## src/rtl/spi_pkg.sv

```systemverilog
// Shared frame layout, pin indices and receiver state encoding for the SPI
// front end that feeds the register writer.
package spi_pkg;

  localparam int ADDR_W     = 7;
  localparam int DATA_W     = 8;
  localparam int FRAME_BITS = 1 + ADDR_W + DATA_W;

  localparam int SCLK = 0;
  localparam int COPI = 1;
  localparam int NCS  = 2;

  typedef struct packed {
    logic              rw;
    logic [ADDR_W-1:0] addr;
    logic [DATA_W-1:0] data;
  } frame_t;

  typedef enum logic {
    IDLE  = 1'b0,
    SHIFT = 1'b1
  } rx_state_e;

endpackage

```

## src/rtl/sync_edge.sv

```systemverilog
// Multi-flop pin synchronizer with registered previous value for rise/fall
// detection; reset level matches the pin's idle state so reset causes no edge.
module sync_edge #(
  parameter int   STAGES  = 2,
  parameter logic RST_LVL = 1'b0
) (
  input  logic clk,
  input  logic rst,
  input  logic pin,
  output logic level,
  output logic rise,
  output logic fall
);

  logic [STAGES-1:0] sync;
  logic              prev;

  always_ff @(posedge clk) begin
    if (rst) begin
      sync <= {STAGES{RST_LVL}};
      prev <= RST_LVL;
    end else begin
      sync <= {sync[STAGES-2:0], pin};
      prev <= sync[STAGES-1];
    end
  end

  assign level = sync[STAGES-1];
  assign rise  = level & ~prev;
  assign fall  = ~level & prev;

endmodule

```

## src/rtl/spi_frame_rx.sv

```systemverilog
// Mode-0, MSB-first SPI frame receiver: synchronizes the raw pins, shifts in
// frames while nCS is low, and hands good frames to a one-entry valid/ready buffer.
module spi_frame_rx #(
  parameter int SYNC_STAGES = 2,
  parameter int ADDR_W      = spi_pkg::ADDR_W,
  parameter int DATA_W      = spi_pkg::DATA_W
) (
  input  logic              clk,
  input  logic              rst,
  input  logic              sclk_pin,
  input  logic              copi_pin,
  input  logic              ncs_pin,
  output logic              frame_valid,
  input  logic              frame_ready,
  output logic              frame_rw,
  output logic [ADDR_W-1:0] frame_addr,
  output logic [DATA_W-1:0] frame_data,
  output logic              frame_err,
  output logic              overflow,
  input  logic              ovf_clr
);

  import spi_pkg::*;

  localparam int NBITS = 1 + ADDR_W + DATA_W;
  localparam int CNT_W = $clog2(NBITS + 2);
  localparam logic [CNT_W-1:0] CNT_FULL = CNT_W'(NBITS);
  localparam logic [CNT_W-1:0] CNT_SAT  = CNT_W'(NBITS + 1);
  // Idle levels: SCLK low, COPI low, nCS high.
  localparam logic [2:0] IDLE_LVL = 3'b100;

  logic [2:0] pins;
  logic [2:0] pins_s;
  logic [2:0] rise;
  logic [2:0] fall;

  assign pins = {ncs_pin, copi_pin, sclk_pin};

  for (genvar i = 0; i < 3; i++) begin : g_sync
    sync_edge #(
      .STAGES  (SYNC_STAGES),
      .RST_LVL (IDLE_LVL[i])
    ) u_sync (
      .clk   (clk),
      .rst   (rst),
      .pin   (pins[i]),
      .level (pins_s[i]),
      .rise  (rise[i]),
      .fall  (fall[i])
    );
  end

  logic unused_edges;
  assign unused_edges = &{1'b0, rise[COPI], fall[COPI], fall[SCLK], pins_s[SCLK], pins_s[NCS]};

  rx_state_e        state_q, state_d;
  logic [CNT_W-1:0] cnt;
  logic [NBITS-1:0] shreg;
  logic             shift_en;
  logic             frame_end;
  logic             good;
  logic             buf_free;
  logic             load;
  logic             drop;

  always_ff @(posedge clk) begin
    if (rst) state_q <= IDLE;
    else     state_q <= state_d;
  end

  always_comb begin
    state_d   = state_q;
    shift_en  = 1'b0;
    frame_end = 1'b0;
    case (state_q)
      IDLE: begin
        if (fall[NCS]) state_d = SHIFT;
      end
      SHIFT: begin
        shift_en  = rise[SCLK];
        frame_end = rise[NCS];
        if (rise[NCS]) state_d = IDLE;
      end
      default: state_d = IDLE;
    endcase
  end

  assign good     = frame_end && (cnt == CNT_FULL);
  assign buf_free = !frame_valid || frame_ready;
  assign load     = good && buf_free;
  assign drop     = good && !buf_free;

  always_ff @(posedge clk) begin
    if (rst) begin
      cnt   <= '0;
      shreg <= '0;
    end else if (fall[NCS]) begin
      cnt   <= '0;
      shreg <= '0;
    end else if (shift_en) begin
      shreg <= {shreg[NBITS-2:0], pins_s[COPI]};
      if (cnt != CNT_SAT) cnt <= cnt + 1'b1;
    end
  end

  // Output fields only change on load, so they hold after the handshake.
  always_ff @(posedge clk) begin
    if (rst) begin
      frame_valid <= 1'b0;
      frame_rw    <= 1'b0;
      frame_addr  <= '0;
      frame_data  <= '0;
      frame_err   <= 1'b0;
      overflow    <= 1'b0;
    end else begin
      frame_err <= frame_end && (cnt != CNT_FULL);
      if (load) begin
        frame_valid <= 1'b1;
        frame_rw    <= shreg[NBITS-1];
        frame_addr  <= shreg[NBITS-2 -: ADDR_W];
        frame_data  <= shreg[DATA_W-1:0];
      end else if (frame_valid && frame_ready) begin
        frame_valid <= 1'b0;
      end
      if (drop)         overflow <= 1'b1;
      else if (ovf_clr) overflow <= 1'b0;
    end
  end

endmodule

```

## config.mk

```make
export PLATFORM = sky130hd
export DESIGN_NAME = spi_frame_rx
export DESIGN_NICKNAME = d
export VERILOG_FILES = /design/src/rtl/spi_pkg.sv /design/src/rtl/sync_edge.sv /design/src/rtl/spi_frame_rx.sv
export SDC_FILE = /design/constraint.sdc
export NUM_CORES = 1
export LEC_CHECK = 0
export BUFFER_PORTS_ARGS = -buffer_cell sky130_fd_sc_hd__buf_2
export CORE_UTILIZATION = 25
export DETAILED_ROUTE_END_ITERATION = 6
export PLACE_DENSITY = 0.42
export SETUP_SLACK_MARGIN = 0.4
export SLEW_MARGIN = 20
export SYNTH_ARGS = -nofsm -noshare
export SYNTH_HDL_FRONTEND = slang
export SYNTH_HIERARCHICAL = 1
export SYNTH_SLANG_ARGS = --single-unit
```

## constraint.sdc

```tcl
create_clock -name clk -period 2 [get_ports clk]
set_input_delay 0.3 -clock clk [delete_from_list [all_inputs] [get_ports clk]]
set_output_delay 0.3 -clock clk [all_outputs]
set_load 0.05 [all_outputs]
```

Word-level counts from Yosys, hierarchy flattened
Index checks and enable logic that the tools add are counted.
Word-level totals
  register bits: 49
Cells by class
  $add $sub $neg: 1
  equal/unequal tests: 3
  multiplexer cells: 9
  bitwise operators: 7
  reduce and logical (&&, ||, !) cells: 12
Operators by type and width (number)
  inequality test 5 bit, second input constant: 2
  2-to-1 mux 1 bit: 8
  adder 5 x 1 -> 5 bit, second input constant: 1
  == test 5 bit, second input constant: 1
  logical AND 1 bit: 5
  inverter 1 bit: 4
  nonzero test 2 bit: 2
  bitwise AND 1 bit: 3
  zero test 1 bit: 2
  one-hot mux 1 bit (2 select lines): 1
  AND reduction 2 bit: 1
  OR reduction 2 bit: 1
  logical OR 1 bit: 1

Logic depth before layout (Yosys ltp)
Gate-level depths: netlist (run 1).
  word-level depth: 6
  mapped depth: 7
  mapped depth without buffers: 5

Cells and area by module
Netlist (run 1), hierarchy kept.
By module, submodules not included
  spi_frame_rx: instances 1, cells an instance 191, area each 1724.2 µm²
  sync_edge at g_sync[0].u_sync ...: instances 2, cells an instance 8, area each 91.3 µm²
  sync_edge at g_sync[2].u_sync: instances 1, cells an instance 8, area each 92.6 µm²

Worst setup path before layout (run 1)
Ideal clock, no wire load.
  path kind: register -> register
  from: reg cnt[0]
  to: reg frame_addr[5]
  arrival: 1340 ps
  data required time: 1882 ps
  path slack: 542 ps
  cell stages (with the launch flop): 8
  path buffers: 2
  cell sequence: dfxtp_1 inv_1 ha_1 and4bb_1 nor3b_2 buf_6 buf_12 mux2i_1
Between the ends
  longest elaborated chain between the ends: 3
RTL lines
  start: declaration: line spi_frame_rx.sv:57  | logic [CNT_W-1:0] cnt;
  start signal: assignment: line spi_frame_rx.sv:102  | if (cnt != CNT_SAT) cnt <= cnt + 1'b1;
  == test 5 bit: line spi_frame_rx.sv:88  | assign good = frame_end && (cnt == CNT_FULL);
  logical AND 1 bit: line spi_frame_rx.sv:88
  logical AND 1 bit: line spi_frame_rx.sv:90  | assign load = good && buf_free;
  end signal: assignment: line spi_frame_rx.sv:120  | frame_addr <= shreg[NBITS-2 -: ADDR_W];
  end: declaration: line spi_frame_rx.sv:16  | output logic [ADDR_W-1:0] frame_addr,
No other way between the ends.
A chain may end at the register's enable or synchronous reset.

Worst setup path after layout (run 1)
  from: reg cnt[0]
  to: reg frame_addr[3]
The elaborated chain is that of the path after synthesis.

==> summary.txt, run 1 <==
Std-Cell Core Area: 7410 sq um
Top Ports: 26
Fin crit share: 76.1%
# DRC: 0
Cell Pwr Density: 687 nW/um^2
Average instance area after synthesis: 9.31 sq um
Max_cap viols: 0
Rel. slew slack: 73.2%
Die span in y: 90.4 um
Total global-route track usage: 9.93%
Worst IR Drop VDD: 0.000325 V
Setup TNS Final: 0 ns
Setup violators final: 0
Final antenna-violating net count: 0
Die footprint: 8170 sq um
Num rows: 31
CTS H-tree depth: 2
Crit. End Element: flop
CTS Buf Count: 5
Synthesized net count: 220
RePlAce Congestion: 0.743
Clk Latency, worst-skew pair: 0.30 ns
Antenna violations before repair: 0
Hold buffer count at CTS: 0
Crit path DAT: 1.75 ns
Placed cell areas: 2160 sq um
Area of the multi-input gates: 906 sq um
Worst slew pin tran: 0.401 ns
Pleak: 0.804 nW
Status: completed
Final instance area: 2300 sq um
Vias in the first global route: 1318
RSZ-0062 raised after global routing: yes
CTS root buf: clkbuf_8
First-pass GRT wire length: 6390 um
Synth warn: 6
DRT Pass-1 Iters: 4
Area Overhead vs Synth: 17.6%
Placed wire-length estimate: 2400 um
Core Util, Final: 31.0%
Final WL: 3740 um
CTS Sinks: 49
Die Width: 90.4 um
WL per Instance: 11.1 um
FILL cells: 786
Initial Util: 26.4%
Final Skew: 0.00571 ns
Crit path max fanout: 8
DRT iter0 DRCs: 57
Count of final hold-check violations: 0
Largest net degree at the start of global routing: 24
Worst setup path class: flop to flop
Crit start category: flop
Min-Delay Path Class: primary input to flop
Clock period minus worst slack: 1.52 ns
Cell Area, Synth: 1950 sq um
CTS tree: yes
CTS max path bufs: 2
Total number of vias: 1412
GRT overflow: 0
Register clock-pin slew on the reported worst setup and hold paths: 0.08 ns
Via-to-Cell Ratio: 4.20
Layout cells sized above 1: 20.7%
Antenna Cells: 0
Final #Nets: 248
Required time worst endpoint: 2.23 ns
Sequential cell area: 983 sq um
Syn Inst Count: 210
IO buf count: 25
Fmax achieved: 0.657 GHz
Fin. max-slew vios: 0
[final timing paths]
check,from,end,slack (ns),cells after the start
max,cnt[0],frame_addr[3],0.48,6
min,ncs_pin,g_sync[2].u_sync/sync[0],0.18,2
max reg2reg,cnt[0],frame_addr[3],0.48,6
min reg2reg,g_sync[2].u_sync/sync[0],g_sync[2].u_sync/sync[1],0.41,1
[placed cells by master (no fill, tap or decap), types with 2 or more instances in the layout]
cell,count
and2b_1,2
clkbuf_8,5
or3_1,2
or2_1,4
buf_2,25
a21oi_1,22
dfxtp_1,47
nor2_1,2
nand2_1,36
inv_2,2
dfxtp_2,2
nand3_1,4
nand2b_1,33
ha_1,2
buf_4,7
nor2b_1,6
o21ai_0,4
buf_6,2
mux2i_1,17
and4bb_2,2
[report_power, final]
| part | switching [mW] | internal [mW] | total (mW) |
|---|---|---|---|
| clock network | 0.309 | 0.231 | 0.540 |
| logic | 0.0285 | 0.0244 | 0.0529 |
| registers | 0.00413 | 0.983 | 0.987 |
[per-layer routing]
layer | GRT usage (%) | part of all wire (%) | up-vias
li1 | - | - | 741
met1 | 13.0 | 53 | 634
met2 | 15.1 | 42 | 30
met3 | 2.53 | 3.8 | 7
met4 | 4.84 | 2.0 | 0
met5 | 0 | 0 | -
[worst max-delay path: stages, from the launching register on]
cell and delay, ns:
dfxtp_2 0.34, inv_2 0.08, ha_4 0.12, and4bb_2 0.23, nor3b_4 0.27, buf_6 0.21, mux2i_1 0.19
[flip-flops by register name (all words and copies together), names as in the netlist]
name / count
cnt: 5
frame_addr: 7
frame_data: 8
frame_err: 1
frame_rw: 1
frame_valid: 1
g_sync.u_sync/prev: 2
g_sync.u_sync/sync: 6
overflow: 1
shreg: 16
state_q: 1
[timing repair]
| item | CTS | global route |
|---|---|---|
| resized for setup | 6 | 6 |
| setup buffers | 1 | 2 |
| gates cloned | 1 | 0 |
| setup endpoints to repair | 16 | 17 |
[per-stage QoR]
step	total power [mW]	hold slack [ns]	worst slack (ns)	instances
CTS	1.61	0.169	0.410	334
global route	1.66	0.170	0.374	336
global placement	1.06	0.394	0.449	326
floorplan	1.04	0.372	0.542	210
finish	1.58	0.182	0.479	336
detailed placement	1.06	0.389	0.394	326
[cell type report]
cell class	count	area share, %
clock buffers	5	2.99
clock inverters	1	0.218
flip-flops and latches	49	42.8
repair buffers	34	8.71
well taps	99	5.39
inverters	3	0.490
multi-input cells	145	39.4
(Power assumes the default switching activity.)
==> run 2: changes to the inputs <==
==> constraint.sdc (replaced) <==
create_clock -name clk -period 1.4 [get_ports clk]
set_input_delay 0.21 -clock clk [delete_from_list [all_inputs] [get_ports clk]]
set_output_delay 0.21 -clock clk [all_outputs]
set_load 0.05 [all_outputs]
==> summary.txt, run 2 (same netlist as run 1, synthesis figures left out) <==
Final Worst Setup Slack: -0.0936 ns (-0.573 ns)
Final WL: 4350 um (+16%)
Vias in the first global route: 1539 (+17%)
Std-Cell Core Area: 7410 sq um (unchanged)
Core Util, Final: 41.9% (+11 points)
Status: finished with violations
Largest register by flop count: shreg
Num rows: 31 (unchanged)
Fmax achieved: 0.670 GHz (+1.8%)
Final antenna-violating net count: 0 (unchanged)
Placed wire-length estimate: 2460 um (+2.2%)
RePlAce Congestion: 0.744 (about the same)
Initial Util: 26.4% (unchanged)
Final Skew: 0.00801 ns (+0.00230 ns)
RSZ-0062 raised after global routing: yes
Total global-route track usage: 11.4% (+1.4 points)
Max FFs per register: 16 (unchanged)
Antenna violations before repair: 0 (unchanged)
CTS Buf Count: 5 (unchanged)
Rel. slew slack: 83.5% (+10 points)
Crit path max fanout: 16 (+8)
Setup violators final: 17 (+17)
DRT Pass-1 Iters: 4 (unchanged)
Clock period minus worst slack: 1.49 ns (-0.0274 ns)
Cell Pwr Density: 774 nW/um^2 (+13%)
IO buf count: 25 (unchanged)
Crit start category: flop
Top Ports: 26 (unchanged)
GRT overflow: 0 (unchanged)
Clk Latency, worst-skew pair: 0.30 ns (about the same)
Pleak: 1.22 nW (+51%)
CTS max path bufs: 2 (unchanged)
DRT iter0 DRCs: 20 (-65%)
Largest net degree at the start of global routing: 45 (+88%)
CTS tree: yes
Die footprint: 8170 sq um (unchanged)
Fin crit share: 107% (+31 points)
Worst IR Drop VDD: 0.000337 V (+3.7%)
Crit. End Element: flop
CTS root buf: clkbuf_8
Antenna Cells: 0 (unchanged)
CTS H-tree depth: 2 (unchanged)
Layout cells sized above 1: 54.2% (+34 points)
Max_cap viols: 0 (unchanged)
Total number of vias: 1509 (+6.9%)
Required time worst endpoint: 1.62 ns (-0.61 ns)
Worst setup path class: flop to flop
Placed cell areas: 2320 sq um (+7.2%)
Die span in y: 90.4 um (unchanged)
WL per Instance: 12.0 um (+8.1%)
Min-Delay Path Class: primary input to flop
First-pass GRT wire length: 7440 um (+16%)
# DRC: 0 (unchanged)
Die Width: 90.4 um (unchanged)
Most frequent cells in the layout: nand2b_1, dfxtp_1, dfxtp_2, nand2_1, buf_8
Final #Nets: 271 (+9.3%)
Area Overhead vs Synth: 58.9%
Most common cell after layout, fill and taps aside: nand2b_1
Final Power: 2.40 mW (+52%)
Register clock-pin slew on the reported worst setup and hold paths: 0.09 ns (about the same)
Fin. max-slew vios: 0 (unchanged)
Final instance area: 3110 sq um (+35%)
Largest regs: shreg x16, frame_data x8, frame_addr x7
CTS Sinks: 49 (unchanged)
Crit path DAT: 1.72 ns (-0.03 ns)
Via-to-Cell Ratio: 4.18 (-0.53%)
Failing checks: negative setup slack
Worst slew pin tran: 0.246 ns (-0.155 ns)
Count of final hold-check violations: 0 (unchanged)
==> run 2: cell types whose count changed in the layout (fill, tap and decap cells not counted), sizes merged <==
cell,previous run,this run
clkinvlp,0,1
clkinv,1,2
buf,34,57
==> run 2: per-stage QoR <==
step	setup slack (ns)	instances	hold WS [ns]	TNS (ns)
6_report	-0.0936	361	0.0888	-1.17
4_1_cts	-0.0561	354	0.0792	-0.559
3_5_place_dp	-0.0240	333	0.392	-0.0627
5_1_grt	-0.196	361	0.0861	-2.90
3_3_place_gp	0.0366	333	0.400	0
2_1_floorplan	-0.0239	210	0.282	-0.239
==> run 2: worst max-delay path, stage by stage, from the launching register on <==
cell	delay, ns
dfxtp_2	0.34
inv_2	0.05
ha_1	0.12
and4bb_1	0.23
nor3b_2	0.27
buf_12	0.21
mux2i_1	0.20
==> run 2: layer usage <==
metal / up-vias / share of wire, % / track usage [%] / wire length, um
li1: 788 / - / - / -
met1: 702 / 47 / 14.1 / 2050
met2: 13 / 50 / 18.8 / 2160
met3: 6 / 1.6 / 2.53 / 70
met4: 0 / 1.6 / 4.84 / 69
met5: - / 0 / 0 / 0
==> run 2: final timing paths <==
| kind | startpoint | endpoint | slack, ns | cells past startpoint |
|---|---|---|---|---|
| worst min register to register | g_sync[2].u_sync/sync[0] | g_sync[2].u_sync/sync[1] | 0.41 | 1 |
| worst max-delay path | cnt[0] | frame_data[0] | -0.09 | 6 |
| worst max register to register | cnt[0] | frame_data[0] | -0.09 | 6 |
| worst min-delay path | ncs_pin | g_sync[2].u_sync/sync[0] | 0.09 | 2 |
==> run 2: cell type report <==
cell class,instances,area (sq um)
well taps,99,124
clock inverters,3,17.5
repair buffers,57,713
fillers,720,4300
flip-flops and latches,49,1010
clock buffers,5,68.8
inverters,3,11.3
multi-input cells,145,1160
==> run 2: what timing repair did <==
item                       in CTS  in global routing
gates cloned                    3                  0
pin swaps                      10                 17
hold buffers                    0                  0
gates resized for setup        98                 38
buffers inserted               10                  7
setup endpoints to repair      59                 60
==> run 2: report_power, final <==
group	leakage, nW	total, mW	internal (mW)	switching, mW
sequential	0.408	1.41	1.40	0.00677
combinational	0.764	0.161	0.0918	0.0697
clock	0.0439	0.832	0.346	0.486
